File: src/rtl/conv_tile_writeback.sv
// conv_tile_writeback
//
// Collects OT x OT convolution result tiles into full output strips, then
// streams each strip out as 8-bit pixels in raster order.
//
// Each tile element is quantized on the way in. The element is shifted
// right arithmetically by OUT_SHIFT and then clamped to 0..255. Two ping-pong
// banks each hold one strip of OT rows x OW pixels. While the reader drains
// one bank, the writer can fill the other bank.
//
// Handshake: a tile moves on every rising edge where i_tile_valid and
// o_tile_ready are both high. o_tile_ready is high exactly when the bank
// currently being written is not full. It is derived only from registered
// flags, so a bank released on an edge is seen as ready only in the
// following cycle.
//
// Ports:
//   clk                 clock; all state changes on the rising edge
//   reset               synchronous, active-high
//   i_tile_data         OT*OT signed RW-bit results; element (r,c) is at
//                       bits [(r*OT+c)*RW +: RW]
//   i_tile_valid        a tile is present on i_tile_data
//   o_tile_ready        the block can accept a tile this cycle
//   o_pixel_data        quantized output pixel; 0 when not valid
//   o_pixel_data_valid  o_pixel_data carries a pixel this cycle
//   o_frame_done        high together with the last pixel of a frame
module conv_tile_writeback #(
    parameter int KERNEL_SIZE       = 3,
    parameter int INPUT_IMAGE_WIDTH = 10,
    parameter int INPUT_TILE_SIZE   = 4,
    parameter int INPUT_DATA_WIDTH  = 8,
    parameter int KERNEL_DATA_WIDTH = 8,
    parameter int OUT_SHIFT         = 4,
    localparam int OT = INPUT_TILE_SIZE - KERNEL_SIZE + 1,
    localparam int RW = KERNEL_DATA_WIDTH + INPUT_DATA_WIDTH + 13
) (
    input  logic                  clk,
    input  logic                  reset,
    input  logic [OT*OT*RW-1:0]   i_tile_data,
    input  logic                  i_tile_valid,
    output logic                  o_tile_ready,
    output logic [7:0]            o_pixel_data,
    output logic                  o_pixel_data_valid,
    output logic                  o_frame_done
);

    localparam int OW  = INPUT_IMAGE_WIDTH - KERNEL_SIZE + 1;
    localparam int TPR = OW / OT;
    localparam int SPF = OW / OT;
    localparam int TW  = (TPR > 1) ? $clog2(TPR) : 1;
    localparam int SW  = (SPF > 1) ? $clog2(SPF) : 1;
    localparam int RBW = (OT > 1) ? $clog2(OT) : 1;
    localparam int CW  = (OW > 1) ? $clog2(OW) : 1;

    localparam logic [TW-1:0]        TILE_LAST  = TW'(TPR - 1);
    localparam logic [SW-1:0]        STRIP_LAST = SW'(SPF - 1);
    localparam logic [RBW-1:0]       ROW_LAST   = RBW'(OT - 1);
    localparam logic [CW-1:0]        COL_LAST   = CW'(OW - 1);
    localparam logic signed [RW-1:0] SAT_MAX    = RW'(255);

    generate
        if (OW % OT != 0) begin : g_bad_geometry
            $error("conv_tile_writeback: output width must be a multiple of the output tile edge");
        end
    endgenerate

    typedef enum logic {IDLE, DRAIN} rd_state_t;

    logic [7:0]     mem [2][OT][OW];
    logic [1:0]     full;
    logic           wr_ptr;
    logic           rd_ptr;
    logic [TW-1:0]  tile_cnt;
    logic [RBW-1:0] rd_row;
    logic [CW-1:0]  rd_col;
    logic [SW-1:0]  strip_cnt;
    rd_state_t      rd_state;
    logic           accept;
    logic           emit;
    logic           last_pix;

    function automatic logic [7:0] quantize(input logic signed [RW-1:0] x);
        logic signed [RW-1:0] y;
        y = x >>> OUT_SHIFT;
        if (y[RW-1])          return 8'd0;
        else if (y > SAT_MAX) return 8'hFF;
        else                  return y[7:0];
    endfunction

    assign o_tile_ready = !full[wr_ptr];
    assign accept       = i_tile_valid && o_tile_ready;
    // In IDLE the row and column counters are at 0. A full read bank
    // therefore emits pixel (0,0) on the same edge that enters DRAIN,
    // which gives the one-edge start-up latency.
    assign emit         = (rd_state == DRAIN) || full[rd_ptr];
    assign last_pix     = (rd_row == ROW_LAST) && (rd_col == COL_LAST);

    // Bank storage holds no reset value; the full flags decide what is live.
    always_ff @(posedge clk) begin
        if (accept) begin
            for (int r = 0; r < OT; r++) begin
                for (int c = 0; c < OT; c++) begin
                    mem[wr_ptr][r][CW'(int'(tile_cnt) * OT + c)] <=
                        quantize(i_tile_data[(r*OT+c)*RW +: RW]);
                end
            end
        end
    end

    always_ff @(posedge clk) begin
        if (reset) begin
            full               <= '0;
            wr_ptr             <= 1'b0;
            rd_ptr             <= 1'b0;
            tile_cnt           <= '0;
            rd_row             <= '0;
            rd_col             <= '0;
            strip_cnt          <= '0;
            rd_state           <= IDLE;
            o_pixel_data       <= 8'd0;
            o_pixel_data_valid <= 1'b0;
            o_frame_done       <= 1'b0;
        end else begin
            o_frame_done <= 1'b0;

            // Writer side. It only ever sets the flag of a non-full bank.
            // The reader only clears the flag of a full bank, so the two
            // sides never touch the same flag on the same edge.
            if (accept) begin
                if (tile_cnt == TILE_LAST) begin
                    full[wr_ptr] <= 1'b1;
                    wr_ptr       <= ~wr_ptr;
                    tile_cnt     <= '0;
                end else begin
                    tile_cnt <= tile_cnt + 1'b1;
                end
            end

            // Reader side.
            if (emit) begin
                o_pixel_data       <= mem[rd_ptr][rd_row][rd_col];
                o_pixel_data_valid <= 1'b1;
                rd_state           <= DRAIN;
                if (last_pix) begin
                    full[rd_ptr] <= 1'b0;
                    rd_ptr       <= ~rd_ptr;
                    rd_row       <= '0;
                    rd_col       <= '0;
                    if (strip_cnt == STRIP_LAST) begin
                        o_frame_done <= 1'b1;
                        strip_cnt    <= '0;
                    end else begin
                        strip_cnt <= strip_cnt + 1'b1;
                    end
                    // If the other bank is already waiting, stay in DRAIN so
                    // that its first pixel follows without a gap.
                    if (!full[~rd_ptr]) rd_state <= IDLE;
                end else if (rd_col == COL_LAST) begin
                    rd_col <= '0;
                    rd_row <= rd_row + 1'b1;
                end else begin
                    rd_col <= rd_col + 1'b1;
                end
            end else begin
                o_pixel_data       <= 8'd0;
                o_pixel_data_valid <= 1'b0;
                rd_state           <= IDLE;
            end
        end
    end

endmodule

File: config.mk
export PLATFORM = sky130hd
export DESIGN_NAME = conv_tile_writeback
export DESIGN_NICKNAME = d
export VERILOG_FILES = /design/src/rtl/conv_tile_writeback.sv
export SDC_FILE = /design/constraint.sdc
export NUM_CORES = 1
export LEC_CHECK = 0
export BUFFER_PORTS_ARGS = -buffer_cell sky130_fd_sc_hd__buf_4
export CORE_ASPECT_RATIO = 1.4
export CORE_MARGIN = 8
export CORE_UTILIZATION = 40
export CTS_CLUSTER_SIZE = 24
export DETAILED_ROUTE_END_ITERATION = 7
export MAX_ROUTING_LAYER = met4
export PLACE_DENSITY = 0.61
export SLEW_MARGIN = 20
export SYNTH_ARGS = -nofsm -noshare
export SYNTH_HDL_FRONTEND = slang
export SYNTH_SLANG_ARGS = --single-unit
File: constraint.sdc
create_clock -name clk -period 4.3 [get_ports clk]
set_input_delay 0.86 -clock clk [delete_from_list [all_inputs] [get_ports clk]]
set_output_delay 0.86 -clock clk [all_outputs]
set_load 0.005 [all_outputs]
==> results.json <==
{
  "syn_inst": 649,
  "antenna_found_initial": 0,
  "async_flop_share_pct": 0,
  "fin_crit_ps": 3110,
  "start_kind": "register",
  "arrival_ps": 3350,
  "leakage_nw": 5.08,
  "total_power_mw": 5.77,
  "hold_path_class": "reg -> reg",
  "cts_resized": 0,
  "grt.total_usage_pct": 17.8,
  "dpl.hpwl_um": 19600,
  "fin_skew_ps": 12.1,
  "synthTopCellsByArea": "edfxtp_1 64%, mux2i_1 8.2%, mux4_2 7.9%",
  "p_comb_share_pct": 5.9,
  "vdd.ir_drop.worst_mv": 0.269,
  "endpoint_kind": "register",
  "fillerInstances": 2489,
  "fmax_mhz": 322,
  "syn2layout_area_growth_pct": 18.0,
  "slowest_delay_ps": 700,
  "p_int_mw": 4.58,
  "clk_pin_slew_worst_paths_ps": 60,
  "htree_levels": 1,
  "firstDrtPassIters": 5,
  "pwr-share-seq_pct": 52.9,
  "post-route-period-util_pct": 72.3,
  "rsz0062_at_grt": "no",
  "cp.required_ps": 4540,
  "p_sw_mw": 1.19,
  "place_area_um2": 13200,
  "yosysTopAreaCell": "edfxtp_1",
  "ant_nets": 0,
  "wl_um": 30300,
  "vias": 6632,
  "ys_ff_latch": 280,
  "grt_pass1_vias": 7331,
  "gp_congestion": 0.762,
  "syn_area_um2": 12000,
  "cap_violations": 0,
  "tightest_slew_ps": 1050,
  "finalWorstSetupSlack_ps": 1190,
  "ys_warn_count": 0,
  "drive_gt1_share_pct": 29.3,
  "wire_per_inst_um": 25.6,
  "ios": 130,
  "cts_setup_buffers": 0,
  "crit_chain": "mux2i_4, and2_1, nand2_4, nor2_2, buf_4",
  "clock_sinks": 280,
  "initial_core_util_pct": 40.2,
  "port_buffers": 113,
  "critPathKind": "reg -> reg",
  "die_w_um": 162,
  "final_nets": 904,
  "hold_violations": 0,
  "remaining_drc_errors": 0,
  "ys_seq_area_share_pct": 68.3,
  "setup_viol": 0,
  "overflow": 0,
  "synth_top_area_share_pct": 64.2,
  "antenna_cells": 0,
  "powerDensity_nw_per_um2": 409,
  "synth.distinct_cells": 41,
  "postLayoutCellArea_um2": 14100,
  "clkPwrFrac_pct": 41.2,
  "synth_edf_count": 256,
  "cts_tree": "yes",
  "fin_setup_tns_ps": 0,
  "core-area_um2": 29700,
  "via_per_inst": 5.61,
  "syn_avg_cell_area_um2": 18.4,
  "maxSlewViolCount": 0,
  "p_sw_share_pct": 20.7,
  "clock_path_buffers": 3,
  "max_slew_margin_pct": 29.7,
  "dieArea_um2": 35800,
  "slowest_stage": "nor2_2",
  "drt_iter0_markers": 557,
  "die_y_um": 221,
  "syn_nets": 775,
  "pre_cts_ws_ps": 1150,
  "grt_pass1_wl_um": 45400,
  "synth-main-ff-cell": "edfxtp_1",
  "insertion_delay_ps": 540,
  "cp_max_fo": 18,
  "cts-root-buf": "clkbuf_16",
  "rows": 75,
  "grt_max_degree": 38,
  "cts-buffers-inserted": 27,
  "status": "finished, final reports clean",
  "holdBufCountCts": 0
}
==> worst paths after layout <==
kind | slack (ps) | depth (start not counted) | endpoint | from
hold reg to reg | 480 | 2 | strip_cnt[0] | strip_cnt[0]
hold / removal | 480 | 2 | strip_cnt[0] | strip_cnt[0]
setup / recovery | 1190 | 5 | mem[1][57] | wr_ptr
setup reg to reg | 1190 | 5 | mem[1][57] | wr_ptr
==> power groups by stage <==
stage / Combinational (mW) / Sequential [mW] / Clock, mW
detailed placement: 0.341 / 3.11 / 0
global route: 0.365 / 3.06 / 2.52
floorplan: 0.182 / 3.11 / 0
CTS: 0.342 / 3.06 / 2.42
global placement: 0.327 / 3.11 / 0
finish: 0.339 / 3.06 / 2.38
==> cells in the mapped netlist, types with 4 or more instances <==
library cell,number
edfxtp_1,256
mux2i_1,98
mux4_2,42
o21bai_1,34
dfxtp_1,24
inv_1,21
nor2_1,21
nor4_1,16
mux4_1,15
a31oi_1,10
a21oi_1,9
a221o_1,8
buf_2,8
buf_6,8
a221oi_1,7
a22oi_1,7
ha_1,7
clkbuf_1,6
nand2_1,5
o21ai_0,5
buf_4,4
nand4_1,4
==> through the flow <==
step	hold slack (ps)	cells	utilization, %
floorplan	449	649	-
global placement	456	1134	44.5
detailed placement	469	1134	44.5
CTS	479	1183	47.5
global route	514	1183	47.5
finish	475	1183	47.5
==> sequential cells by signal, indices dropped and copies added, names as in the netlist, named ones only <==
signal	cells
tile_cnt	2
mem	256
strip_cnt	2
rd_state	1
o_frame_done	1
o_pixel_data_valid	1
rd_row	1
o_pixel_data	8
full	2
rd_ptr	1
rd_col	3
wr_ptr	1
==> kinds of logic (layout without fill, tap and decap cells) <==
kind of cell | Yosys count | in the layout | synth area share (%)
simple gates | 61 | 61 | 2.78
buf+inv | 55 | 204 | 3.13
flops | 280 | 280 | 68.3
mux | 158 | 158 | 19.8
compound gates | 85 | 85 | 5.11
fa+ha+maj | 7 | 7 | 0.732
xor+xnor | 3 | 3 | 0.220
==> routing by layer <==
| layer | global-route usage, % | vias to the layer above | share of wire, % |
|---|---|---|---|
| met2 | 32.2 | 264 | 54 |
| met1 | 20.5 | 3410 | 38 |
| li1 | - | 2921 | - |
| met4 | 4.98 | 0 | 2.0 |
| met3 | 2.08 | 37 | 5.6 |
| met5 | - | - | 0 |
==> critical path, delay by kind of cell, from the launching register on <==
| family | cells | cell delay (ps) |
|---|---|---|
| simple gates | 3 | 1410 |
| buf+inv | 1 | 330 |
| flops | 1 | 680 |
| mux | 1 | 370 |
==> cell usage in the layout (no fill, tap or decap), types with 8 or more instances in the layout <==
cell and instances:
mux2i_1 98, mux4_1 15, a21oi_1 9, buf_4 131
dfxtp_1 22, nor4_1 16, inv_1 21, o21bai_1 33
edfxtp_1 256, a31oi_1 10, nor2_1 13, a221o_1 8
clkbuf_16 27, mux4_2 42
==> final cells by class <==
| type | count | area [µm²] | area share [%] |
|---|---|---|---|
| inverter | 22 | 82.6 | 0.585 |
| clock buffer | 31 | 691 | 4.89 |
| clock inverter | 18 | 191 | 1.36 |
| multi-input combinational | 314 | 3480 | 24.6 |
| tap | 385 | 482 | 3.41 |
| timing repair buffer | 133 | 1020 | 7.25 |
| sequential | 280 | 8170 | 57.9 |
Power figures use the tool's default switching activity.
